<file path="src/rtl/inst_encoder.sv">
// rtl/inst_encoder.sv - packs instruction fields into 32-bit ISA words, FIFOs them to imem with auto address
// Optional illegal-opcode check: INST_ENC_ILLEGAL_CHK_EN
module inst_encoder #(
    parameter int DEPTH     = 4,
    parameter int ADDR_W    = 12,
    parameter int BASE_ADDR = 0
) (
    input  logic              clock,
    input  logic              reset,
    input  logic              flush,
    input  logic              in_valid,
    output logic              in_ready,
    input  logic [4:0]        in_opcode,
    input  logic [4:0]        in_rd,
    input  logic [4:0]        in_rs,
    input  logic [4:0]        in_rt,
    input  logic [4:0]        in_shamt,
    input  logic [4:0]        in_aluop,
    input  logic [16:0]       in_imm,
    input  logic [26:0]       in_target,
    output logic              out_valid,
    input  logic              out_ready,
    output logic [31:0]       out_data,
    output logic [ADDR_W-1:0] out_addr,
    output logic [15:0]       words_out,
    output logic              err
);
    localparam int PW = $clog2(DEPTH);

    logic [31:0]       r_mem [DEPTH];
    logic [PW:0]       r_wr_ptr;
    logic [PW:0]       r_rd_ptr;
    logic [ADDR_W-1:0] r_addr;
    logic [15:0]       r_words;
    logic [31:0]       w_word;
    logic              w_full;
    logic              w_empty;
    logic              w_push;
    logic              w_pop;
`ifdef INST_ENC_ILLEGAL_CHK_EN
    logic              w_illegal;
    logic              r_err;
`endif

    // Field layout matches the decode stage; unused fields contribute zero bits.
    always_comb begin
        w_word = '0;
`ifdef INST_ENC_ILLEGAL_CHK_EN
        w_illegal = 1'b0;
`endif
        case (in_opcode)
            5'd0:
                w_word = {in_opcode, in_rd, in_rs, in_rt, in_shamt, in_aluop, 2'b00};
            5'd1, 5'd3, 5'd21, 5'd22:
                w_word = {in_opcode, in_target};
            5'd4:
                w_word = {in_opcode, in_rd, 22'b0};
            5'd2, 5'd5, 5'd6, 5'd7, 5'd8, 5'd24, 5'd25, 5'd26, 5'd27:
                w_word = {in_opcode, in_rd, in_rs, in_imm};
            default: begin
`ifdef INST_ENC_ILLEGAL_CHK_EN
                w_word    = '0;
                w_illegal = 1'b1;
`else
                w_word    = {in_opcode, in_rd, in_rs, in_imm};
`endif
            end
        endcase
    end

    assign w_empty   = (r_wr_ptr == r_rd_ptr);
    assign w_full    = (r_wr_ptr[PW] != r_rd_ptr[PW]) && (r_wr_ptr[PW-1:0] == r_rd_ptr[PW-1:0]);
    assign in_ready  = !w_full && !flush;
    assign out_valid = !w_empty;
    assign w_push    = in_valid && in_ready;
    assign w_pop     = out_valid && out_ready;
    assign out_data  = w_empty ? 32'h0 : r_mem[r_rd_ptr[PW-1:0]];
    assign out_addr  = r_addr;
    assign words_out = r_words;

    always_ff @(posedge clock) begin
        if (reset || flush) begin
            r_wr_ptr <= '0;
            r_rd_ptr <= '0;
            r_addr   <= ADDR_W'(BASE_ADDR);
            r_words  <= '0;
        end else begin
            if (w_push) begin
                r_mem[r_wr_ptr[PW-1:0]] <= w_word;
                r_wr_ptr                <= r_wr_ptr + 1'b1;
            end
            if (w_pop) begin
                r_rd_ptr <= r_rd_ptr + 1'b1;
                r_addr   <= r_addr + 1'b1;
                if (r_words != 16'hFFFF)
                    r_words <= r_words + 16'd1;
            end
        end
    end

`ifdef INST_ENC_ILLEGAL_CHK_EN
    // Sticky until reset; flush deliberately leaves it alone.
    always_ff @(posedge clock) begin
        if (reset)
            r_err <= 1'b0;
        else if (!flush && w_push && w_illegal)
            r_err <= 1'b1;
    end
    assign err = r_err;
`else
    assign err = 1'b0;
`endif
endmodule

</file>
<file path="config.mk">
export PLATFORM = sky130hd
export DESIGN_NAME = inst_encoder
export DESIGN_NICKNAME = d
export VERILOG_FILES = /design/src/rtl/inst_encoder.sv
export SDC_FILE = /design/constraint.sdc
export NUM_CORES = 1
export LEC_CHECK = 0
export ABC_AREA = 1
export ABC_CLOCK_PERIOD_IN_PS = 3030
export BUFFER_PORTS_ARGS = -buffer_cell sky130_fd_sc_hd__buf_2
export CAP_MARGIN = 20
export CORE_ASPECT_RATIO = 1.2
export CORE_MARGIN = 4
export CORE_UTILIZATION = 45
export DETAILED_ROUTE_END_ITERATION = 8
export GPL_TIMING_DRIVEN = 0
export HOLD_SLACK_MARGIN = 0.06
export PLACE_DENSITY = 0.67
export SLEW_MARGIN = 20
export SYNTH_ARGS = -nofsm -noshare
export SYNTH_HDL_FRONTEND = slang
export SYNTH_SLANG_ARGS = --single-unit
</file>
<file path="constraint.sdc">
create_clock -name clock -period 3.03 [get_ports clock]
set_input_delay 0.606 -clock clock [delete_from_list [all_inputs] [get_ports clock]]
set_output_delay 0.606 -clock clock [all_outputs]
set_load 0.02 [all_outputs]
</file>
# After elaboration in Yosys (flattened, before gate mapping)
# Memories as Yosys holds them, arrays and structs flattened. A register that Yosys moved wholly into a read port is not among the register bits.
# Cells that the tools add are included.
word_totals:
  mem_bits_rw: 128
  latchBits: 0
  output_inout_bits: 63
  mem_count: 1
  regBits: 34
  rom_bits: 0
op_classes:
  div: 0
  n_mul: 0
  reduce_logical: 11
  n_lt_le_gt_ge: 0
  n_mux: 7
  n_shift: 0
  eq_ne: 9
  bitwise: 0
  add_sub_neg: 4
mem_list:
  columns: ["memory", "depth", "width", "read_ports", "rd_ports_with_merged_regs", "wr", "line", "source"]
  rows:
  - ["r_mem", 4, 32, 1, 1, 1, "30", "logic [31:0] r_mem [DEPTH];"]
op_table:
  columns: ["op", "count"]
  rows:
  - ["case mux 27 bit (3 select lines)", 1]
  - ["2-to-1 mux 32 bit", 1]
  - ["adder 16 x 1 -> 16 bit, second input constant", 1]
  - ["inequality test 16 bit, second input constant", 1]
  - ["adder 12 x 1 -> 12 bit, second input constant", 1]
  - ["equality test 5 bit, second input constant", 2]
  - ["adder 3 x 1 -> 3 bit, second input constant", 2]
  - ["equality test 5 x 1 -> 1 bit, second input constant", 1]
  - ["equality test 5 x 2 -> 1 bit, second input constant", 1]
  - ["equality test 5 x 3 -> 1 bit, second input constant", 1]
  - ["logical NOT 5 bit", 1]
  - ["logical AND 1 bit", 4]
  - ["2-to-1 mux 2 bit", 2]
  - ["OR reduction 4 bit", 1]
  - ["equality test 3 bit", 1]
  - ["logical NOT 1 bit", 3]
  - ["2-to-1 mux 1 bit", 3]
  - ["equality test 2 bit", 1]
  - ["AND reduction 2 bit", 1]
  - ["logical OR 1 bit", 1]
  - ["inequality test 1 bit", 1]

# Logic depth before layout (Yosys ltp)
depth:
  depth_word: 8
  ltp_mapped: 10
  ltp_nobuf: 10

# Worst setup path before layout
# No wires, ideal clock.
synth_path:
  path_type: "input-to-reg"
  from: "input port flush"
  to: "memory r_mem[0][0] (enable)"
  required_ps: 2609
  path_slack_ps: 104
  stages: 4
  setup_ps: 421
  t_arrival_ps: 2505
  path_cell_list: "nor2_1 -> clkbuf_1 -> nand3_1 -> nor2_1"
synth_between:
  elab_chain_cells: 6
  word_cells_on_any_way: 7
synth_rtl:
  columns: ["item", "line", "source"]
  rows:
  - ["start, declared", "10", "input logic flush,"]
  - ["logical NOT 1 bit", "73", "assign in_ready = !w_full && !flush;"]
  - ["logical AND 1 bit", "73", null]
  - ["logical AND 1 bit", "75", "assign w_push = in_valid && in_ready;"]
  - ["2-to-1 mux 1 bit", "88", "if (w_push) begin"]
  - ["2-to-1 mux 1 bit *", "82", "if (reset || flush) begin"]
  - ["2-to-1 mux 1 bit (not written as such) *", "89", "r_mem[r_wr_ptr[PW-1:0]] <= w_word;"]
  - ["end, declared", "30", null]
# Every way passes the cells marked *; elsewhere a longest branch is shown, timed or not.

==> results by group <==
Worst setup path
  – Critical Setup Path Class: reg -> out
  – Nature of the critical path startpoint: flip-flop
  – Highest cell delay on the worst timing path: 0.49 ns
  – Cell mode on critical path: sky130_fd_sc_hd__buf_2
  – Endpoint required time on the critical path: 2.42 ns
  – Buffering stage count on the worst path with inverters included: 5
  – Critical path, cell by cell: buf_2 > inv_2 > clkbuf_1 > nor2_1 > o32ai_1 > nand2_1 > inv_1 > buf_2
  – Family with the most delay on the worst path: buffers and inverters
  – Critical Path AT: 2.28 ns
  – Crit end category: output port
  – Cell at the slowest stage of the critical path: sky130_fd_sc_hd__clkbuf_1
  – Highest fanout seen on the critical path: 10

Cells and area
  – Final nets: 1,051
  – Non-Filler Instances: 1,190
  – Ratio of cells with drive above 1 in the final layout: 21.0%
  – Number of diodes: 0
  – Area grow syn2layout: 22.6%
  – Finished layout cell area: 0.00924 sq mm

Logic synthesis
  – Syn Inst Count: 802
  – Biggest area contributors in the synthesized netlist: sky130_fd_sc_hd__edfxtp_1 51%, sky130_fd_sc_hd__dfxtp_1 9.6%, sky130_fd_sc_hd__nand2_1 9.4%, sky130_fd_sc_hd__nor2_1 7.3%, sky130_fd_sc_hd__o32ai_1 3.7%
  – Synth warn: 0
  – Synth area leader: sky130_fd_sc_hd__edfxtp_1
  – Prevailing post-synth register cell: sky130_fd_sc_hd__edfxtp_1
  – Fraction of post-synthesis cell area in the top cell type by area: 51.0%
  – Synth cell count leaders: 189 x sky130_fd_sc_hd__nand2_1, 147 x sky130_fd_sc_hd__nor2_1, 128 x sky130_fd_sc_hd__edfxtp_1
  – Share of flip-flops with an asynchronous set or reset: 0%
  – Flip-flop and latch count after synthesis: 164
  – Post-Syn Area: 0.00753 sq mm
  – Average cell area after synthesis: 9.39 sq um
  – Dominant cell by count in the synthesized netlist: sky130_fd_sc_hd__nand2_1
  – Syn_nets: 888
  – Count of flip-flops with a built-in enable after synthesis: 128
  – Share of the yosys chip area belonging to registers: 60.6%
  – Synth unique cells: 29

Timing
  – Final Max Slew Viols: 0
  – Relative slew slack: 58.5%
  – Maximum clock skew at final layout: 0.00960 ns
  – Final setup vio count: 0
  – Setup repair after global routing missed its margin: no
  – Min cycle time layout: 2.89 ns
  – Worst-margin pin slew: 0.621 ns
  – Highest clock rate: 347 MHz
  – Ratio of final minimum period to clock period: 95.2%
  – Final hold vios: 0

Worst hold path
  – Path category of the worst min-delay check: in -> reg

Clock network
  – Skew-Pair Late Insertion Delay: 0.42 ns
  – Clock Tree Buf Depth: 2
  – Clk slew on worst S/H paths: 0.06 ns
  – CTS tree: built
  – Clock root buffer master: sky130_fd_sc_hd__clkbuf_16
  – Number of clock buffers inserted by TritonCTS: 17
  – # H-tree levels: 4
  – Number of post-CTS setup repair buffers: 0
  – CTS Sinks: 164

Routing
  – Post-detailed-route DRC marker count: 0
  – Sum of routed wire length over all layers: 19,000 um
  – Antenna violation net count after detailed routing: 0
  – First-iteration detailed-routing DRC count: 410
  – Via count normalized by instance count: 5.13
  – Average routed wire per standard cell: 15.9 um
  – Routed via count: 6,100
  – First-pass DRT Iterations: 5

Placed design
  – Cell total after placement: 1,158
  – Last weighted congestion value of the routability-driven placer: 0.858
  – DP Wirelength: 13,200 um
  – Area of placed instances: 0.00863 sq mm
  – Port-buffer cells: 140

Die
  – Floorplan die area: 0.0189 sq mm
  – I/O pin count: 142
  – Core region area: 0.0163 sq mm
  – Die X-Extent: 126 um
  – Height of the die: 150 um
  – Placement row count: 51
  – Starting density of the core: 46.1%

Pwr
  – Power Dens Cells: 537 mW/mm^2
  – Maximum vdd drop: 328 uV
  – LEAKAGE: 3.88 nW
  – Power consumption: 4.96 mW

Global routing
  – All-layer global routing usage: 20.2%
  – Initial antenna violation count: 0
  – Maximum number of pins on one net before global-route repair: 23
  – Vias in the first global route: 5,878
  – Wire length of the first global-routing pass: 29,800 um
  – Remaining global-route overflow: 0

Flow run
  – Max-cap check violation count: 0

Outcome
  – Outcome: finished clean
## through the flow
stage | utilization (%) | setup TNS, ns | hold slack (ns) | worst slack, ns
after detailed placement | 52.8 | 0 | 0.493 | 0.0928
after global placement | 52.0 | -175.63 | 0.487 | -1.45
after global routing | 56.5 | 0 | 0.446 | 0.00179
final | 56.5 | 0 | 0.445 | 0.144
after CTS | 56.5 | 0 | 0.422 | 0.0986
after floorplan | - | 0 | 0.472 | 0.104
## report_power, final
part	switching [mW]	internal [mW]	total, mW	leakage, nW
clock network	0.876	1.31	2.18	0.284
registers	0.00496	2.45	2.46	1.45
logic	0.216	0.108	0.323	2.15
## registers in the layout, summed over array words and instances, names as in the netlist, named ones only
register / cells
out_addr: 12
r_mem: 128
r_rd_ptr: 3
r_wr_ptr: 3
words_out: 16
## area by class of cell
type | instances | area, sq um
tap | 212 | 265
clock buffer | 18 | 429
multi-input combinational | 528 | 2550
sequential | 164 | 4560
clock inverter | 14 | 178
buffer | 37 | 175
inverter | 73 | 274
timing repair buffer | 144 | 796
fill | 1458 | 7100
## metal layers
metal  track usage (%)  share of wire, %
met5                 0                 0
met4              6.97               2.0
met3              3.93               6.3
met2              34.2                49
met1              26.2                43
## worst register-to-register path, delay by kind of cell (launching register included)
kind,cells,cell delay [ns]
buffers and inverters,3,0.45
and+or+nand+nor,6,1.29
DFF,1,0.42
## layout by cell type (no fill, tap or decap), types with 7 or more instances in the layout
cell type / instances
sky130_fd_sc_hd__o21ai_0: 43
sky130_fd_sc_hd__ha_1: 7
sky130_fd_sc_hd__clkbuf_16: 17
sky130_fd_sc_hd__nand2_1: 189
sky130_fd_sc_hd__buf_2: 148
sky130_fd_sc_hd__o32ai_1: 32
sky130_fd_sc_hd__clkbuf_1: 21
sky130_fd_sc_hd__edfxtp_1: 128
sky130_fd_sc_hd__xor2_1: 9
sky130_fd_sc_hd__a21oi_1: 26
sky130_fd_sc_hd__dfxtp_1: 36
sky130_fd_sc_hd__nor2_1: 143
sky130_fd_sc_hd__inv_1: 68
sky130_fd_sc_hd__a22oi_1: 13
sky130_fd_sc_hd__nand3_1: 40
sky130_fd_sc_hd__nand4_1: 7
## worst paths after layout
path	slack, ns	end	start	cells past startpoint
setup / recovery	0.14	out_data[8]	flip-flop	8
hold / removal	0.44	r_mem[2][31]$_DFFE_PP_	in_opcode[4]	1
setup reg to reg	0.56	r_mem[3][8]$_DFFE_PP_	r_wr_ptr[1]$_SDFFE_PP0P_	9
hold reg to reg	0.50	out_addr[11]$_SDFFE_PP0P_	out_addr[11]$_SDFFE_PP0P_	2
## kinds of logic after synthesis
family,Yosys count,share of synthesized area (%)
xor gates and xnor gates,13,1.51
and+or+nand+nor,392,21.1
DFF,164,60.6
AOI/OAI and AO/OA,115,9.70
other,1,0.0498
buffers and inverters,110,5.91
adders and majority gates,7,1.16
## timing repair
action	in CTS	in global routing
gates resized for setup	0	6
hold buffers	0	0
setup endpoints to repair	0	7
No activity file was read; power rests on OpenSTA's default activity.
